## src/rtl/fetch_stage.sv

```systemverilog
// Instruction-fetch stage with IF/ID register: fetches 16-bit words, pairs
// immediate-class instructions with their second word and injects INT slots.
module fetch_stage #(
  parameter int unsigned     PC_W       = 16,
  parameter logic [PC_W-1:0] RESET_PC   = PC_W'(16'h0000),
  parameter logic [PC_W-1:0] INT_VECTOR = PC_W'(16'h0002),
  parameter logic [7:0]      NOP_OPCODE = 8'h00
) (
  input  logic            clk,
  input  logic            rst_n,
  output logic [PC_W-1:0] imem_addr,
  input  logic [15:0]     imem_data,
  input  logic            stall,
  input  logic            redirect_en,
  input  logic [PC_W-1:0] redirect_pc,
  input  logic            int_req,
  output logic            id_valid,
  output logic [7:0]      id_opcode,
  output logic [15:0]     id_instr,
  output logic [15:0]     id_imm,
  output logic            id_imm_valid,
  output logic            id_int,
  output logic [PC_W-1:0] id_pc_ret
);

  typedef enum logic {S_FETCH, S_IMM} state_t;

  state_t          state_q, state_d;
  logic [PC_W-1:0] pc_q, pc_d;
  logic [15:0]     hold_q, hold_d;
  logic            pend_q, pend_d;

  logic            valid_d, imm_valid_d, int_d;
  logic [7:0]      opcode_d;
  logic [15:0]     instr_d, imm_d;
  logic [PC_W-1:0] pc_ret_d;
  logic [PC_W-1:0] pc_inc;

  assign imem_addr = pc_q;
  assign pc_inc    = pc_q + PC_W'(1);

  // State and IF/ID register
  always_ff @(posedge clk) begin
    if (!rst_n) begin
      state_q      <= S_FETCH;
      pc_q         <= RESET_PC;
      hold_q       <= '0;
      pend_q       <= 1'b0;
      id_valid     <= 1'b0;
      id_opcode    <= NOP_OPCODE;
      id_instr     <= '0;
      id_imm       <= '0;
      id_imm_valid <= 1'b0;
      id_int       <= 1'b0;
      id_pc_ret    <= '0;
    end else begin
      state_q      <= state_d;
      pc_q         <= pc_d;
      hold_q       <= hold_d;
      pend_q       <= pend_d;
      id_valid     <= valid_d;
      id_opcode    <= opcode_d;
      id_instr     <= instr_d;
      id_imm       <= imm_d;
      id_imm_valid <= imm_valid_d;
      id_int       <= int_d;
      id_pc_ret    <= pc_ret_d;
    end
  end

  // Next-state and IF/ID load selection
  always_comb begin
    state_d     = state_q;
    pc_d        = pc_q;
    hold_d      = hold_q;
    pend_d      = pend_q | int_req;
    valid_d     = id_valid;
    opcode_d    = id_opcode;
    instr_d     = id_instr;
    imm_d       = id_imm;
    imm_valid_d = id_imm_valid;
    int_d       = id_int;
    pc_ret_d    = id_pc_ret;

    if (redirect_en) begin
      pc_d        = redirect_pc;
      state_d     = S_FETCH;
      hold_d      = '0;
      valid_d     = 1'b0;
      opcode_d    = NOP_OPCODE;
      instr_d     = '0;
      imm_d       = '0;
      imm_valid_d = 1'b0;
      int_d       = 1'b0;
    end else if (!stall) begin
      unique case (state_q)
        S_FETCH: begin
          if (pend_q) begin
            // Interrupt boundary: imem_data is discarded and refetched on return
            valid_d     = 1'b1;
            int_d       = 1'b1;
            opcode_d    = NOP_OPCODE;
            instr_d     = '0;
            imm_d       = '0;
            imm_valid_d = 1'b0;
            pc_ret_d    = pc_q;
            pc_d        = INT_VECTOR;
            pend_d      = int_req;
          end else if (imem_data[15:14] == 2'b01) begin
            hold_d      = imem_data;
            pc_d        = pc_inc;
            state_d     = S_IMM;
            valid_d     = 1'b0;
            opcode_d    = NOP_OPCODE;
            instr_d     = '0;
            imm_d       = '0;
            imm_valid_d = 1'b0;
            int_d       = 1'b0;
          end else begin
            valid_d     = 1'b1;
            opcode_d    = imem_data[15:8];
            instr_d     = imem_data;
            imm_d       = '0;
            imm_valid_d = 1'b0;
            int_d       = 1'b0;
            pc_ret_d    = pc_inc;
            pc_d        = pc_inc;
          end
        end
        S_IMM: begin
          valid_d     = 1'b1;
          opcode_d    = hold_q[15:8];
          instr_d     = hold_q;
          imm_d       = imem_data;
          imm_valid_d = 1'b1;
          int_d       = 1'b0;
          pc_ret_d    = pc_inc;
          pc_d        = pc_inc;
          state_d     = S_FETCH;
        end
        default: state_d = S_FETCH;
      endcase
    end
  end

endmodule

```

## config.mk

```make
export PLATFORM = sky130hd
export DESIGN_NAME = fetch_stage
export DESIGN_NICKNAME = d
export VERILOG_FILES = /design/src/rtl/fetch_stage.sv
export SDC_FILE = /design/constraint.sdc
export NUM_CORES = 1
export LEC_CHECK = 0
export ABC_AREA = 1
export CAP_MARGIN = 5
export CORE_ASPECT_RATIO = 1.4
export CORE_MARGIN = 10
export CORE_UTILIZATION = 41
export CTS_CLUSTER_SIZE = 16
export DETAILED_ROUTE_END_ITERATION = 8
export PLACE_DENSITY = 0.78
export SETUP_SLACK_MARGIN = 0.02
export SLEW_MARGIN = 5
export SYNTH_ARGS = -nofsm -noshare
export SYNTH_HDL_FRONTEND = slang
export SYNTH_SLANG_ARGS = --single-unit
```

## constraint.sdc

```tcl
create_clock -name clk -period 2.8 [get_ports clk]
set_input_delay 0.42 -clock clk [delete_from_list [all_inputs] [get_ports clk]]
set_output_delay 0.42 -clock clk [all_outputs]
set_load 0.01 [all_outputs]
```

Word-level counts from Yosys, hierarchy flattened
Cells that the tools add are included.
{ "totals": {"elab_cells": 51, "in_bits": 37, "register_bits": 93} }
{ "op_classes": {"mux": 27, "reduce_logical": 3, "n_bitwise": 6, "addsub": 1, "eq_ne": 3} }
{ "ops": {"columns": ["operator", "n"], "rows": [
  ["case mux 16 bit (2 select lines)", 4],
  ["two-way mux 16 bit", 7],
  ["adder 16 x 1 -> 16 bit, second input constant", 1],
  ["two-way mux 8 bit", 2],
  ["case mux 8 bit (2 select lines)", 1],
  ["two-way mux 1 bit", 9],
  ["case mux 1 bit (2 select lines)", 4],
  ["inverter 1 bit", 5],
  ["AND reduction 4 bit", 1],
  ["inequality test 3 bit, second input constant", 1],
  ["AND reduction 3 bit", 1],
  ["equality test 2 x 1 -> 1 bit, second input constant", 1],
  ["inequality test 2 x 1 -> 1 bit, second input constant", 1],
  ["OR reduction 2 bit", 1],
  ["OR 1 bit", 1]
]} }

Longest topological paths before layout
Gate-level depths: netlist of the first run.
{ "depth": {"ltp_word": 5, "mapped_depth": 8, "depth_no_buf": 8} }

Worst setup path before layout of the first run
No wires, ideal clock.
{ "synth_timing": {"path_type": "reg-to-reg", "startpoint": "register pc_q[0], in the netlist imem_addr[0]", "endpoint": "register pc_q[10], in the netlist imem_addr[10]", "slack_ns": 1.415, "setup_ns": 0.132, "arrival_ns": 1.252, "path_stages_with_launch": 9, "path_cell_list": "dfxtp_1 -> ha_1 -> nand3_2 -> inv_1 -> nand2_1 -> nor2_1 -> nand2_1 -> nand4_1 -> a21oi_1"} }
{ "synth_via": {"elab_chain_len": 5} }
{ "synth_lines": {"columns": ["item", "line_no", "source"], "rows": [
  ["from (decl)", "29", "logic [PC_W-1:0] pc_q, pc_d;"],
  ["from (signal assigned)", "58", "pc_q <= pc_d;"],
  ["adder 16 x 1 -> 16 bit (*)", "40", "assign pc_inc = pc_q + PC_W'(1);"],
  ["two-way mux 16 bit", "98", "if (pend_q) begin"],
  ["case mux 16 bit (2 select lines) (*)", "96", "unique case (state_q)"],
  ["two-way mux 16 bit (*)", "95", "end else if (!stall) begin"],
  ["two-way mux 16 bit (*)", "85", "if (redirect_en) begin"]
]} }
Every way passes the cells marked *; elsewhere a longest branch is shown, timed or not. The select of a mux whose other input is x is not followed.
A chain may end at the register's enable or synchronous reset.

Final worst setup path of the first run
{ "layout_timing": {"startpoint": "input port redirect_en", "endpoint": "register hold_q[10]"} }
{ "layout_via": {"elab_chain_len": 1} }
{ "layout_lines": {"columns": ["item", "line_no", "source"], "rows": [
  ["from (decl)", "14", "input logic redirect_en,"],
  ["OR reduction 2 bit (no source line)", null, null],
  ["to (signal assigned)", "59", "hold_q <= hold_d;"],
  ["to (decl)", "30", "logic [15:0] hold_q, hold_d;"]
]} }
Every way passes these cells.

==> metrics.md, run 1 <==
| Metric | Value |
|---|---|
| Setup_tns | `0 ps` |
| Chip width | `103.0 um` |
| Top cells by area, synth | `dfxtp_1, nand2_1, a21oi_1` |
| Critical path class | `in -> reg` |
| Final ANT Viol Nets | `0` |
| Rows | `42` |
| Netlist cell types | `34` |
| Syn nets | `567` |
| Clock-pin slew on the worst setup and hold paths | `60 ps` |
| Nets | `659` |
| GP Congestion | `0.8704` |
| Maxcap violations | `0` |
| Relative slew slack | `57.51%` |
| Final WS setup | `874.5 ps` |
| Hold_ws | `426.6 ps` |
| Setup Skew | `3.954 ps` |
| Setup repair bufs after CTS | `0` |
| Cell taking the most area after synthesis | `dfxtp_1` |
| Dpl cells | `719` |
| Primary FF master, synth | `dfxtp_1` |
| Die height | `136.2 um` |
| CP delay by family, top | `buffers and inverters` |
| Crit-path max cell delay | `500 ps` |
| Final hold violation count | `0` |
| Post-layout util | `55.98%` |
| Final min period | `1926 ps` |
| RSZ-0062 raised after global routing | `no` |
| CP Data Arrival Time | `2190 ps` |
| Largest net degree at the start of global routing | `36` |
| Post-Syn Instances | `528` |
| Layout fillers | `916` |
| Fraction of final layout cells sized beyond drive strength 1 | `8.320%` |
| Initial antenna violation count | `0` |
| Worst path slowest cell | `clkdlybuf4s50_1` |
| Crit share post-route | `68.77%` |
| Iteration-0 DRC Markers | `169` |
| CTS Buf Count | `9` |
| CTS Sinks | `85` |
| 1st-pass router iterations | `4` |
| Yosys top cell area share | `43.07%` |
| Vias per inst | `5.316` |
| Async set-reset flop share out of synthesis | `0%` |
| Total power | `2.814 mW` |
| YS warnings | `0` |
| Worst-margin pin slew | `636.6 ps` |
| Critical path, cell by cell | `clkdlybuf4s50_1, buf_4, nor2_4, inv_2, a211oi_2` |
| Remaining global-route overflow | `0` |
| Hold Path Class | `reg -> reg` |
| Overall Global Routing Usage | `16.47%` |
| Post-CTS Hold Fix Bufs | `0` |
| Final setup fails | `0` |
| CTS resizes | `0` |
| FF+latch count, synth | `85` |
| Crit-path max FO | `35` |
| Post-synth top cells | `nand2_1, dfxtp_1, a21oi_1, inv_1, o21ai_0` |
| H-tree depth | `3` |
| CP Capture Type | `flip-flop` |
| Count leader, synth | `nand2_1` |
| CORE AREA | `9459 um^2` |
| Area delta synth->final | `34.01%` |
| Register Area | `1702 um^2` |
| Non-Filler Instances | `735` |
| First-pass GRT wire length | `18,440 um` |
| Place WS | `504.5 ps` |
| Pwr per Cell Area | `531.4 nW/um^2` |
| Avg Cell Area, Syn | `7.484 um^2` |
| CTS tree | `built` |
| Fin. max-slew vios | `0` |
| CP Launch Type | `input pin` |
| Area of the multi-input gates | `1822 um^2` |
| Status | `finished clean` |
| HPWL Detailed | `8658 um` |
| Max clock buf depth | `2` |
| Worst Path Buf+Inv | `3` |
| CP required | `3060 ps` |
| Post-synth EDFFs | `0` |
| Initial Util | `41.77%` |
| Post-route DRC | `0` |
| Pleak | `1.903 nW` |
| Clk_lat worst skew | `340 ps` |
| Port Buf Inserts | `111` |
| Number of diodes | `0` |
| Total number of vias | `3,907` |
| Fmax | `519.3 MHz` |
| Max VDD drop | `0.0003058 V` |
| Design Area, Final | `5295 um^2` |
| Seq/Total Area, Yosys | `43.07%` |
| Total die area | `14,020 um^2` |
| Clk root buf | `clkbuf_16` |
| Synthesized area | `3951 um^2` |
| IO Count | `112` |
| Routed WL per cell | `15.97 um` |
| Area post-placement | `5010 um^2` |
| Vias in the first global route | `3,737` |
| Routed wire length | `11,740 um` |
-- flip-flops by register name, indices dropped and copies added, names as in the netlist --
register / flops
hold_q: 16
id_imm: 16
id_imm_valid: 1
id_instr: 9
id_int: 1
id_opcode: 7
id_pc_ret: 16
id_valid: 1
imem_addr: 16
pend_q: 1
state_q: 1
-- cell usage in the layout, fill, tap and decap left out, drive strengths merged, types with 2 or more instances in the layout --
cell / synthesis / final
a31oi: 21 / 21
clkdlybuf4s50: 0 / 110
o211ai: 2 / 2
a22o: 2 / 2
a211oi: 5 / 5
nand2: 108 / 108
inv: 54 / 54
a21oi: 64 / 64
nand3: 22 / 22
nand4: 10 / 10
dfxtp: 85 / 85
buf: 27 / 6
nor2: 53 / 53
clkbuf: 8 / 12
ha: 2 / 2
xor2: 4 / 4
clkinv: 0 / 3
o21ai: 56 / 56
-- area by class of cell --
type | instances | area share, %
multi-input combinational | 354 | 34.40
sequential | 85 | 32.14
timing repair buffer | 116 | 21.60
clock buffer | 12 | 4.466
inverter | 54 | 3.875
tap | 110 | 2.599
clock inverter | 4 | 0.9215
-- per-layer routing --
layer  global-route usage (%)  up-vias  wire length [um]
met2                    28.72      152              5970
met4                    6.434        0               212
li1                         -     1940                 -
met1                    17.77     1798              4576
met3                    5.437       17               976
met5                        0        -                 0
-- worst paths after layout --
| kind | start | end | slack, ps | cells past startpoint |
|---|---|---|---|---|
| worst max-delay path | redirect_en | hold_q[10] | 870 | 5 |
| worst min-delay path | hold_q[15] | hold_q[15] | 430 | 2 |
| worst max register to register | state_q | imem_addr[7] | 950 | 4 |
| worst min register to register | hold_q[15] | hold_q[15] | 430 | 2 |
-- power by group --
group / leakage (nW) / internal, mW / switching [mW]
logic: 1.07 / 0.169 / 0.199
registers: 0.692 / 1.25 / 0.0391
clock network: 0.141 / 0.690 / 0.466
-- cell families after synthesis --
logic type | Yosys count | synth area share, %
AO/OA/AOI/OAI | 152 | 21.34
XOR/XNOR | 5 | 1.108
adder cells (fa/ha/maj) | 2 | 0.6332
buffers and inverters | 89 | 10.83
flip-flops | 85 | 43.07
AND/OR/NAND/NOR | 195 | 23.02
-- tightest hold or removal path: cells and delay by family (launching register included) --
kind | cells | cell delay, ps
flops | 1 | 310
buf+inv | 1 | 50
simple gates | 1 | 30
No activity file was read; power rests on OpenSTA's default activity.
==> run 2: changes to the inputs <==
--- a/config.mk
+++ b/config.mk
@@ -12,7 +12,7 @@
 export CORE_UTILIZATION = 41
 export CTS_CLUSTER_SIZE = 16
 export DETAILED_ROUTE_END_ITERATION = 8
-export PLACE_DENSITY = 0.78
+export PLACE_DENSITY = 0.81
 export SETUP_SLACK_MARGIN = 0.02
 export SLEW_MARGIN = 5
 export SYNTH_ARGS = -nofsm -noshare
==> constraint.sdc (replaced) <==
create_clock -name clk -period 1.73 [get_ports clk]
set_input_delay 0.2595 -clock clk [delete_from_list [all_inputs] [get_ports clk]]
set_output_delay 0.2595 -clock clk [all_outputs]
set_load 0.01 [all_outputs]
==> metrics.md, run 2 (synthesis results as in run 1) <==
| Metric | Value |
|---|---|
| Clk root buf | `clkbuf_16` |
| Vias in the first global route | `3,863` |
| Fin. max-slew vios | `0` |
| Number of diodes | `0` |
| GP Congestion | `0.8329` |
| RSZ-0062 raised after global routing | `no` |
| Flop-to-flop setup slack | `240 ps` |
| Post-CTS Hold Fix Bufs | `0` |
| Met2 Use GR | `29.92%` |
| Worst R2R Start | `imem_addr[0]` |
| Total die area | `14,020 um^2` |
| CORE AREA | `9459 um^2` |
| Pleak | `2.003 nW` |
| RR Endpoint | `id_pc_ret[10]` |
| Vias per inst | `5.399` |
| Max clock buf depth | `2` |
| Worst setup startpoint | `imem_addr[5]` |
| H-tree depth | `3` |
| Iteration-0 DRC Markers | `191` |
| Non-Filler Instances | `749` |
| Post-route DRC | `0` |
| CP required | `1470 ps` |
| Worst Path Buf+Inv | `1` |
| Critical path, cell by cell | `clkdlybuf4s50_1` |
| Routed wire length | `12,130 um` |
| Die height | `136.2 um` |
| Total number of vias | `4,044` |
| CTS Buf Count | `9` |
| Initial antenna violation count | `0` |
| Reg2reg path depth | `7` |
| Largest net degree at the start of global routing | `32` |
| Chip width | `103.0 um` |
| Final ANT Viol Nets | `0` |
| Design Area, Final | `5480 um^2` |
| Nets | `673` |
| CP Data Arrival Time | `1420 ps` |
| Overall Global Routing Usage | `17.09%` |
| GRT met1 Usage | `18.71%` |
| WP depth | `1` |
| CP delay by family, top | `buffers and inverters` |
| Total power | `4.860 mW` |
| HPWL Detailed | `9125 um` |
| Hold Path Class | `in -> reg` |
| Clock-pin slew on the worst setup and hold paths | `70 ps` |
| Layout fillers | `852` |
| Setup Skew | `9.388 ps` |
| Dpl cells | `733` |
| Initial Util | `41.77%` |
| 1st-pass router iterations | `7` |
| First-pass GRT wire length | `19,130 um` |
| CTS Sinks | `85` |
| Port Buf Inserts | `111` |
| Place WS | `-13.54 ps` |
| Fmax | `595.4 MHz` |
| Max VDD drop | `0.0005068 V` |
| Area delta synth->final | `38.70%` |
| CP Launch Type | `flip-flop` |
| Most frequent cells in the layout | `clkdlybuf4s50_1, nand2_1, dfxtp_1` |
| Relative slew slack | `70.67%` |
| Crit-path max FO | `6` |
| Crit-path max cell delay | `600 ps` |
| Area post-placement | `5140 um^2` |
| M3 GR Usage | `4.522%` |
| Critical path class | `reg -> out` |
| Final hold violation count | `0` |
| Setup crit end | `imem_addr[5]` |
| Rows | `42` |
| Clk_lat worst skew | `350 ps` |
| Routed WL per cell | `16.20 um` |
| CP Capture Type | `output pin` |
| Final setup fails | `0` |
| Maxcap violations | `0` |
| Pwr per Cell Area | `886.8 nW/um^2` |
| Gr busiest metal | `met2` |
| CTS tree | `built` |
| Worst-margin pin slew | `439.4 ps` |
| IO Count | `112` |
| Remaining global-route overflow | `0` |
| Worst path slowest cell | `clkdlybuf4s50_1` |
| Fraction of final layout cells sized beyond drive strength 1 | `11.74%` |
| Final WS setup | `50.32 ps` |
| Crit share post-route | `97.09%` |
| Commonest non-fill, non-tap cell in the layout | `clkdlybuf4s50_1` |
| Status | `finished clean` |
| Final min period | `1680 ps` |
run 2: cell count changes in the layout (fill, tap and decap cells not counted), sizes merged:
| cell | change |
|---|---|
| clkbuf | -3 |
| bufinv | +1 |
| clkinv | -2 |
| inv | +3 |
| clkinvlp | +1 |
| buf | +14 |
run 2: routing by layer:
metal | up-vias | wire length [um]
met5 | - | 0
li1 | 1972 | -
met2 | 194 | 6163
met1 | 1855 | 4700
met3 | 23 | 1025
met4 | 0 | 241
run 2: per-stage QoR:
step	utilization (%)	hold WS, ps	TNS, ps
final	57.94	312.3	0
after global routing	57.94	317.1	0
after CTS	57.84	306.3	0
after detailed placement	54.34	427.0	-19.20
after global placement	54.34	421.2	0
after floorplan	-	380.2	0
run 2: area by class of cell:
cell class | instances | area, um^2 | area share, %
timing repair buffer | 130 | 1274 | 23.24
multi-input combinational | 354 | 1822 | 33.24
clock buffer | 9 | 225.2 | 4.110
inverter | 54 | 207.7 | 3.790
clock inverter | 7 | 105.1 | 1.918
tap | 110 | 137.6 | 2.511
sequential | 85 | 1709 | 31.19
run 2: worst min-delay path by stage:
| stage | end | start | cells after the start |
|---|---|---|---|
| final | state_q | stall | 3 |
| after global routing | state_q | stall | 3 |
| after CTS | state_q | stall | 3 |
| after detailed placement | hold_q[15] | hold_q[15] | 2 |
| after global placement | hold_q[15] | hold_q[15] | 2 |
| after floorplan | pend_q | int_req | 2 |
run 2: what timing repair did:
item	CTS	global route
resized for setup	1	7
endpoints found under the setup margin	1	11
buffers inserted	0	0
run 2: where the power goes:
part | leakage (nW) | total, mW | switching (mW) | internal [mW]
logic | 1.15 | 0.628 | 0.329 | 0.299
clock network | 0.159 | 2.14 | 0.855 | 1.29
registers | 0.694 | 2.09 | 0.0635 | 2.03
total | 2.00 | 4.86 | 1.25 | 3.61
